### config.mk
export PLATFORM = sky130hd
export DESIGN_NAME = sync_down_timer
export DESIGN_NICKNAME = d
export VERILOG_FILES = /design/src/rtl/sync_down_timer.sv
export SDC_FILE = /design/constraint.sdc
export NUM_CORES = 1
export LEC_CHECK = 0
export BUFFER_PORTS_ARGS = -buffer_cell sky130_fd_sc_hd__clkbuf_2
export CAP_MARGIN = 25
export CELL_PAD_IN_SITES_DETAIL_PLACEMENT = 1
export CELL_PAD_IN_SITES_GLOBAL_PLACEMENT = 1
export CORE_ASPECT_RATIO = 1.25
export CORE_UTILIZATION = 38
export DETAILED_ROUTE_END_ITERATION = 10
export PLACE_DENSITY_LB_ADDON = 0.08
export SLEW_MARGIN = 20
export SYNTH_ARGS = -nofsm -noshare
export SYNTH_HDL_FRONTEND = slang
export SYNTH_SLANG_ARGS = --single-unit
### constraint.sdc
create_clock -name clk -period 1.9 [get_ports clk]
set_input_delay 0.38 -clock clk [delete_from_list [all_inputs] [get_ports clk]]
set_output_delay 0.38 -clock clk [all_outputs]
set_load 0.05 [all_outputs]
### src/rtl/sync_down_timer.sv
// sync_down_timer
// Loadable synchronous down-counter/timer. A programmed value counts down to
// zero, one count per enabled clock. The block flags terminal count with a
// one-cycle tc pulse. In periodic mode it reloads automatically.
//
// Ports:
//   clk         system clock, all state updates on the rising edge
//   reset       asynchronous active-low reset, clears all state
//   load        synchronous load strobe (highest priority)
//   load_val    value captured into both q and the reload register on load
//   start       begin counting from IDLE or restart from DONE
//   stop        abort counting, return to IDLE with q held
//   en          count enable, q decrements only while high in RUN
//   auto_reload 1 = periodic (reload on expiry), 0 = one-shot
//   q           current count value (registered)
//   tc          terminal-count pulse, one clock wide (registered)
//   busy        high while in RUN (registered)
//   done        high while in DONE after a one-shot expiry (registered)
module sync_down_timer #(
    parameter int WIDTH = 12
) (
    input  logic             clk,
    input  logic             reset,
    input  logic             load,
    input  logic [WIDTH-1:0] load_val,
    input  logic             start,
    input  logic             stop,
    input  logic             en,
    input  logic             auto_reload,
    output logic [WIDTH-1:0] q,
    output logic             tc,
    output logic             busy,
    output logic             done
);

    typedef enum logic [1:0] {
        IDLE = 2'd0,
        RUN  = 2'd1,
        DONE = 2'd2
    } state_t;

    localparam logic [WIDTH-1:0] ZERO = '0;
    localparam logic [WIDTH-1:0] ONE  = WIDTH'(1);

    state_t           state;
    state_t           state_next;
    logic [WIDTH-1:0] reload_reg;
    logic [WIDTH-1:0] reload_next;
    logic [WIDTH-1:0] q_next;
    logic             tc_next;

    // Next-state decode. Each edge takes the first matching control in the
    // order load, stop, start, count. A stop always consumes its cycle, so a
    // start on the same edge is dropped even when stop has nothing to abort.
    always_comb begin
        state_next  = state;
        q_next      = q;
        reload_next = reload_reg;
        tc_next     = 1'b0;

        if (load) begin
            q_next      = load_val;
            reload_next = load_val;
            state_next  = IDLE;
        end else if (stop) begin
            if (state != IDLE) begin
                state_next = IDLE;
            end
        end else begin
            case (state)
                IDLE: begin
                    if (start) begin
                        if (q != ZERO) begin
                            state_next = RUN;
                        end else begin
                            tc_next    = 1'b1;
                            state_next = DONE;
                        end
                    end
                end
                DONE: begin
                    if (start) begin
                        q_next = reload_reg;
                        if (reload_reg != ZERO) begin
                            state_next = RUN;
                        end else begin
                            tc_next = 1'b1;
                        end
                    end
                end
                RUN: begin
                    // A start while running has no effect, so counting goes on.
                    if (en) begin
                        if (q > ONE) begin
                            q_next = q - ONE;
                        end else if (q == ONE) begin
                            tc_next = 1'b1;
                            if (auto_reload) begin
                                q_next = reload_reg;
                            end else begin
                                q_next     = ZERO;
                                state_next = DONE;
                            end
                        end else begin
                            // RUN is never entered with q at zero. If it happens
                            // anyway, park in DONE rather than wrap.
                            state_next = DONE;
                        end
                    end
                end
                default: begin
                    state_next = IDLE;
                end
            endcase
        end
    end

    // State registers. busy and done are decoded from the next state, so they
    // change on the same edge as the state itself.
    always_ff @(posedge clk or negedge reset) begin
        if (!reset) begin
            state      <= IDLE;
            q          <= ZERO;
            reload_reg <= ZERO;
            tc         <= 1'b0;
            busy       <= 1'b0;
            done       <= 1'b0;
        end else begin
            state      <= state_next;
            q          <= q_next;
            reload_reg <= reload_next;
            tc         <= tc_next;
            busy       <= (state_next == RUN);
            done       <= (state_next == DONE);
        end
    end

endmodule

Word-level counts from Yosys, hierarchy flattened. Index checks and enable logic that the tools add are counted.

Output and inout bits: 15. Flip-flop bits (word level): 29.

Add/sub/neg operators: 1. Eq/ne operators: 9. Mux-type cells: 30. Reductions and logical operators: 6. Magnitude comparators: 1.

Operator list (number): two-way mux 12 bit (7); case mux 12 bit (2 select lines) (1); nonzero test 12 bit (2); two-way mux 2 bit (11); == test 12 x 1 -> 1 bit, second input constant (1); greater-than comparator 12 x 1 -> 1 bit, second input constant (1); subtractor 12 x 1 -> 12 bit, second input constant (1); two-way mux 1 bit (9); inequality test 3 bit, second input constant (2); case mux 2 bit (3 select lines) (1); AND reduction 5 bit (1); == test 2 x 1 -> 1 bit, second input constant (2); == test 2 bit, second input constant (2); inequality test 4 bit, second input constant (1); case mux 1 bit (3 select lines) (1); nonzero test 3 bit (1); logical NOT 2 bit (1); inequality test 2 bit, second input constant (1); nonzero test 2 bit (1).

Longest topological paths before layout. Gate-level depths: netlist of the first run.

Depth in word-level cells: 8. Gate-level depth with buffers: 8. Depth with buffers taken out: 7.

Worst setup path before layout of the first run. OpenSTA, ideal clock, no wires.

Kind: reg2reg. Start: register q[0]. End: register q[2]. Slack: -0.455 ns. Arrival: 2.228 ns. Library setup time: 0.127 ns. Required time: 1.773 ns. Path buffers: 0. Stages on the path, launching flop included: 8. Period minus slack after synthesis: 2.355 ns. Path through: dfrtp_1 inv_1 ha_1 nor2_1 nor4_1 a21oi_2 a222oi_1 o21ai_1.

Cells in the longest elaborated chain, start to end: 6.

Ends and longest elaborated chain: start: declaration (RTL line 30) `output logic [WIDTH-1:0] q,`; start signal: assignment (RTL line 130) `q <= q_next;`; subtractor 12 x 1 -> 12 bit / greater-than comparator 12 x 1 -> 1 bit (equally long branches) (RTL line 95, 94); two-way mux 12 bit (RTL line 94) `if (q > ONE) begin`; two-way mux 12 bit (RTL line 93) `if (en) begin`; case mux 12 bit (2 select lines) (RTL line 70) `case (state)`; two-way mux 12 bit (RTL line 65) `end else if (stop) begin`; two-way mux 12 bit (RTL line 61) `if (load) begin`.

Parallel ways exist; a longest one is shown, timed or not. The select of a mux whose other input is x is not followed. A chain may end at the register's enable or synchronous reset.

Worst setup path after layout of the first run.
Start: register q[8]. End: register q[8].

Same word-level chain as after synthesis.

==> results of run 1 <==
-- area by class of cell --
| type | count | area (um2) |
|---|---|---|
| clock inverter | 2 | 10.0 |
| inverter | 10 | 37.5 |
| clock buffer | 6 | 72.6 |
| fill | 492 | 1680 |
| multi-input combinational | 123 | 1050 |
| sequential | 29 | 732 |
| tap | 56 | 70.1 |
| timing repair buffer | 77 | 546 |
-- synthesized netlist by cell type, types with 2 or more instances --
library cell,n,share of area
nand2_1,7,0.015
nor4_1,8,0.029
dfrtp_1,29,0.42
clkbuf_1,2,0.0044
buf_4,2,0.0088
nor3b_1,3,0.013
ha_1,3,0.022
buf_2,2,0.0058
nand4_1,2,0.0073
o22ai_1,6,0.022
o21ai_1,3,0.0088
nor2_1,7,0.015
nand3_1,5,0.015
a31oi_1,2,0.0073
a222oi_1,4,0.023
nor4b_1,2,0.010
a221oi_1,8,0.041
a2111oi_0,2,0.010
and2_1,3,0.011
inv_1,10,0.022
nor3_1,6,0.018
or3_1,2,0.0073
mux2_2,12,0.079
nor2b_1,3,0.011
o21ai_0,4,0.012
mux2i_1,4,0.023
a21oi_1,10,0.029
-- through the flow --
stage	area [um2]	util
2_1_floorplan	1770	-
3_5_place_dp	2230	0.531
3_3_place_gp	2230	0.531
6_report	2520	0.601
5_1_grt	2520	0.601
4_1_cts	2320	0.552
-- per-layer routing --
layer,global-route usage,vias up,share of wire
met5,0,-,0
met4,0.0911,0,0.014
met3,0.0337,10,0.039
met2,0.389,59,0.54
met1,0.308,882,0.41
li1,-,809,-
-- critical path, stage by stage (launching register included) --
cell      delay [ns]
dfrtp_2         0.44
or4_4           0.58
nor4b_4         0.31
buf_4           0.18
nor2_2          0.06
a221oi_2        0.24
o22ai_1         0.12
-- worst min-delay path by stage --
stage	startpoint	end	slack, ns
CTS	reset	reload_reg[0]$_DFFE_PN0P_	0.19
global placement	reset	state[0]$_DFF_PN0_	0.47
floorplan	reset	busy$_DFF_PN0_	0.08
finish	reset	reload_reg[11]$_DFFE_PN0P_	0.14
global route	reset	q[7]$_DFFE_PN0P_	0.21
detailed placement	reset	busy$_DFF_PN0_	0.49
-- cell families (layout without fill, tap and decap cells) --
group | count (synthesis) | in the layout | synth area share
muxes | 16 | 16 | 0.102
AOI/OAI and AO/OA | 47 | 47 | 0.201
and+or+nand+nor | 57 | 57 | 0.201
adders and majority gates | 3 | 3 | 0.0219
DFF | 29 | 29 | 0.423
buffers and inverters | 18 | 95 | 0.0496
-- timing repair --
| item | in CTS | in global routing |
|---|---|---|
| endpoints found under the hold margin | 0 | 0 |
| pin swaps | 4 | 10 |
| hold buffers | 0 | 0 |
| gates cloned | 0 | 3 |
| setup buffers | 2 | 5 |
| resized for setup | 0 | 19 |
| endpoints found under the setup margin | 14 | 16 |
-- report_power, final --
group,internal (mW),total (mW),switching (mW)
clock,0.253,0.501,0.248
combinational,0.330,0.789,0.459
sequential,0.687,0.779,0.0916
total,1.27,2.07,0.799
==> results.py, run 1 <==
metrics = {
    "sta": {
        "final.period_utilization": 1.08,
        "setup_tns_ns": -1.14,
        "clock.fmax_ghz": 0.488,
        "rsz_0062_raised_after_global_routing": "yes",
        "setup_violations": 12,
        "timing.final.max_slew_violations": 0,
        "worst_pin_slew_ns": 0.720,
        "clock_skew_ns": 0.00654,
        "timing_hold_violations_final": 0,
        "final.min_clock_period_ns": 2.05,
        "slew-limit-headroom": 0.520,
        "hold-worst-slack_ns": 0.141,
        "layout_setup_ws_ns": -0.150,
    },
    "setup_path": {
        "worst_setup_path_endpoint": "q[8]$_DFFE_PN0P_",
        "end_kind": "register",
        "regToRegSetupSlack_ns": -0.15,
        "path_class": "register to register",
        "startpoint_type": "register",
        "critical_path_peak_fanout": 3,
        "timing.critical_path.required_ns": 2.06,
        "worstReg2RegEnd": "q[8]$_DFFE_PN0P_",
        "crit_path_start": "q[8]$_DFFE_PN0P_",
        "reg2reg_depth": 6,
        "critical_path_arrival_ns": 2.21,
        "timing.rr.start": "q[8]$_DFFE_PN0P_",
    },
    "drt": {
        "detailroute.via_count": 1760,
        "drcViolationCount": 0,
        "routedWlPerCell_um": 19.3,
        "postRouteWirelength_mm": 5.86,
        "via_per_inst": 5.81,
        "initialDrtViolationCount": 96,
        "antenna_violating_nets_post_route": 0,
        "drt-pass1-iter-count": 7,
    },
    "floorplan": {
        "core-area_um2": 4200,
        "die_y_um": 77.1,
        "start_util": 0.408,
        "std_cell_rows": 26,
        "die_area_um2": 4780,
        "die_width_um": 62.1,
        "io_pins": 34,
    },
    "yosys": {
        "yosys_register_bits": 29,
        "synth_edf_count": 0,
        "syn-cell-area_um2": 1710,
        "avgSynthCellArea_um2": 10.1,
        "synth_warnings": 0,
        "mappedNetlistNets": 192,
        "synth_cells": 170,
        "async_reset_ff_frac": 1.00,
        "primary_ff_master_synth": "dfrtp_1",
        "synth-seq-area-share": 0.423,
        "netlist-cell-type-count": 46,
    },
    "cells_and_area": {
        "final_net_count": 268,
        "final-instance-count-excl-fill": 303,
        "most_frequent_cells_in_the_layout": "39 x buf_4, 33 x clkbuf_2, 24 x dfrtp_1",
        "flow.area_growth_from_synthesis_pct": 47.1,
        "drive_above_1_share": 0.514,
        "antenna_cell_count": 0,
        "layout_commonest_cell": "buf_4",
    },
    "job": {
        "max_cap_viol_count": 0,
    },
    "outcome": {
        "status": "finished, violations left",
        "failing_checks": "setup timing",
    },
    "cts": {
        "ctsLongestPathBuffers": 2,
        "clock_tree_from_tritoncts": "yes",
        "cts.root.buffer_cell": "clkbuf_8",
        "worstSkewPairLatency_ns": 0.29,
        "cts_buffers": 5,
        "cts_sinks": 29,
        "clkTransAtPathRegs_ns": 0.07,
        "cts-htree-levels": 2,
    },
    "placement": {
        "place_ws_ns": -0.142,
        "dp_hpwl_mm": 4.05,
        "dp_cells": 286,
        "buffer_ports.inserted": 33,
        "gpl.final_weighted_congestion": 0.905,
    },
    "power": {
        "total_power_mw": 2.07,
        "power.leakage_nw": 1.10,
        "max-vdd-ir-drop_mv": 0.477,
        "cellPowerDensity_nw_per_um2": 821,
    },
    "global_route": {
        "grt_max_degree": 30,
        "grt_antenna_before_repair": 0,
        "grt.overflow.total": 0,
        "grtUsageTotal": 0.239,
        "grt_pass1_wl_mm": 8.46,
        "grt_pass1_vias": 1763,
    },
    "hold_path": {
        "min-delay-path-class": "input port to asynchronous set/reset pin",
    },
}
Power figures use the tool's default switching activity.
==> inputs of run 2 (changes only) <==
--- a/config.mk
+++ b/config.mk
@@ -10,9 +10,11 @@
 export CELL_PAD_IN_SITES_DETAIL_PLACEMENT = 1
 export CELL_PAD_IN_SITES_GLOBAL_PLACEMENT = 1
 export CORE_ASPECT_RATIO = 1.25
-export CORE_UTILIZATION = 38
+export CORE_MARGIN = 2
+export CORE_UTILIZATION = 25
 export DETAILED_ROUTE_END_ITERATION = 10
 export PLACE_DENSITY_LB_ADDON = 0.08
+export SETUP_SLACK_MARGIN = 0.15
 export SLEW_MARGIN = 20
 export SYNTH_ARGS = -nofsm -noshare
 export SYNTH_HDL_FRONTEND = slang
==> results.py, run 2 (synthesis gave the netlist of run 1 again) <==
metrics = {
    "outcome": {
        "failing_checks": "setup timing",
        "status": "finished, violations left",
    },
    "drt": {
        "drt-pass1-iter-count": 5,
        "drcViolationCount": 0,
        "routedWlPerCell_um": 18.3,
        "detailroute.via_count": 1789,
        "antenna_violating_nets_post_route": 0,
        "initialDrtViolationCount": 103,
        "via_per_inst": 5.08,
        "postRouteWirelength_mm": 6.46,
    },
    "cts": {
        "clock_tree_from_tritoncts": "yes",
        "worstSkewPairLatency_ns": 0.28,
        "clkTransAtPathRegs_ns": 0.06,
        "cts-htree-levels": 2,
        "cts_buffers": 5,
        "cts.root.buffer_cell": "clkbuf_8",
        "ctsLongestPathBuffers": 2,
        "cts_sinks": 29,
    },
    "cells_and_area": {
        "finish.instance_area_um2": 2800,
        "most_frequent_cells_in_the_layout": "50 x buf_4, 33 x clkbuf_2, 24 x dfrtp_1",
        "final_net_count": 286,
        "layout_commonest_cell": "buf_4",
        "final-instance-count-excl-fill": 352,
        "nFillCells": 770,
        "flow.area_growth_from_synthesis_pct": 63.3,
        "drive_above_1_share": 0.574,
        "antenna_cell_count": 0,
    },
    "setup_path": {
        "critical_path_arrival_ns": 2.25,
        "regToRegSetupSlack_ns": -0.17,
        "startpoint_type": "register",
        "end_kind": "register",
        "timing.critical_path.required_ns": 2.09,
        "cp_slowest_cell": "or4_4",
        "path_class": "register to register",
        "timing.rr.start": "q[8]$_DFFE_PN0P_",
        "timing.critical_path.cells": "or4_4 -> nor4b_4 -> o2bb2ai_2 -> buf_12 -> a221oi_1 -> o22ai_1",
        "worstReg2RegEnd": "q[9]$_DFFE_PN0P_",
        "critical_path_peak_fanout": 9,
        "critPathMaxStageDelay_ns": 0.58,
        "reg2reg_depth": 6,
    },
    "placement": {
        "buffer_ports.inserted": 33,
        "post_dp_cell_area_um2": 2330,
        "dp_cells": 326,
        "place_ws_ns": -0.232,
        "dp_hpwl_mm": 4.74,
        "gpl.final_weighted_congestion": 0.805,
    },
    "global_route": {
        "grt_pass1_wl_mm": 9.85,
        "grt_pass1_vias": 1824,
        "grtUsageTotal": 0.172,
        "grt.overflow.total": 0,
        "grt_antenna_before_repair": 0,
        "grt_max_degree": 20,
    },
    "floorplan": {
        "die_width_um": 78.1,
        "std_cell_rows": 33,
        "io_pins": 34,
        "die_y_um": 96.6,
        "die_area_um2": 7540,
        "start_util": 0.259,
        "core-area_um2": 6610,
    },
    "sta": {
        "timing.final.max_slew_violations": 0,
        "clock.fmax_ghz": 0.484,
        "timing_hold_violations_final": 0,
        "final.period_utilization": 1.09,
        "final.min_clock_period_ns": 2.07,
        "slew-limit-headroom": 0.640,
        "worst_pin_slew_ns": 0.538,
        "setup_violations": 14,
        "clock_skew_ns": 0.00368,
        "rsz_0062_raised_after_global_routing": "yes",
        "layout_setup_ws_ns": -0.167,
    },
    "power": {
        "power.leakage_nw": 1.22,
        "cellPowerDensity_nw_per_um2": 798,
        "max-vdd-ir-drop_mv": 0.326,
    },
    "job": {
        "max_cap_viol_count": 0,
    },
    "hold_path": {
        "min-delay-path-class": "input port to asynchronous set/reset pin",
    },
}
## run 2: through the flow
step / setup TNS [ns] / power, mW / hold slack (ns) / util
after floorplan: -0.955 / 1.18 / 0.0844 / -
after global placement: -1.41 / 1.50 / 0.369 / 0.353
after CTS: -1.68 / 2.17 / 0.0741 / 0.389
after global routing: -2.81 / 2.35 / 0.0911 / 0.424
after detailed placement: -1.77 / 1.51 / 0.383 / 0.353
final: -1.25 / 2.23 / 0.0619 / 0.424
## run 2: power by group
part           switching [mW]  internal, mW
registers              0.0783         0.688
clock network           0.250         0.327
logic                   0.503         0.388
total                   0.832          1.40
## run 2: worst max-delay path: cells and delay by family, from the launching register on
kind                   cells  cell delay, ns
AOI/OAI and AO/OA          3            0.51
DFF                        1            0.43
and+or+nand+nor            2            0.86
buffers and inverters      1            0.17
## run 2: repair_timing
item | 4_1_cts | 5_1_grt
pin swaps | 5 | 10
gates resized for setup | 15 | 30
cloned | 2 | 0
hold buffers | 0 | 0
buffers inserted | 7 | 9
endpoints found under the setup margin | 17 | 17
## run 2: how the worst max path moves through the flow
stage | start | endpoint | slack, ns | cells past startpoint
finish | q[8]$_DFFE_PN0P_ | q[9]$_DFFE_PN0P_ | -0.17 | 6
global route | q[8]$_DFFE_PN0P_ | q[1]$_DFFE_PN0P_ | -0.30 | 6
CTS | q[8]$_DFFE_PN0P_ | q[8]$_DFFE_PN0P_ | -0.18 | 6
detailed placement | q[1]$_DFFE_PN0P_ | q[3]$_DFFE_PN0P_ | -0.23 | 7
global placement | q[9]$_DFFE_PN0P_ | q[3]$_DFFE_PN0P_ | -0.23 | 5
floorplan | q[9]$_DFFE_PN0P_ | q[1]$_DFFE_PN0P_ | -0.09 | 6
## run 2: routing by layer
| metal | GRT usage | up-vias | share of wire |
|---|---|---|---|
| met4 | 0.0556 | 0 | 0.010 |
| met1 | 0.206 | 906 | 0.43 |
| met3 | 0.0297 | 7 | 0.027 |
| li1 | - | 842 | - |
| met5 | 0 | - | 0 |
| met2 | 0.314 | 34 | 0.53 |
## run 2: final cells by class
class | count | area, um2 | share of cell area
Inverter | 10 | 40.0 | 0.0143
Clock buffer | 7 | 96.3 | 0.0344
Multi-Input combinational cell | 123 | 1140 | 0.409
Timing Repair Buffer | 95 | 672 | 0.240
Sequential cell | 29 | 732 | 0.262
Clock inverter | 1 | 5.00 | 0.00179
Tap cell | 87 | 109 | 0.0389
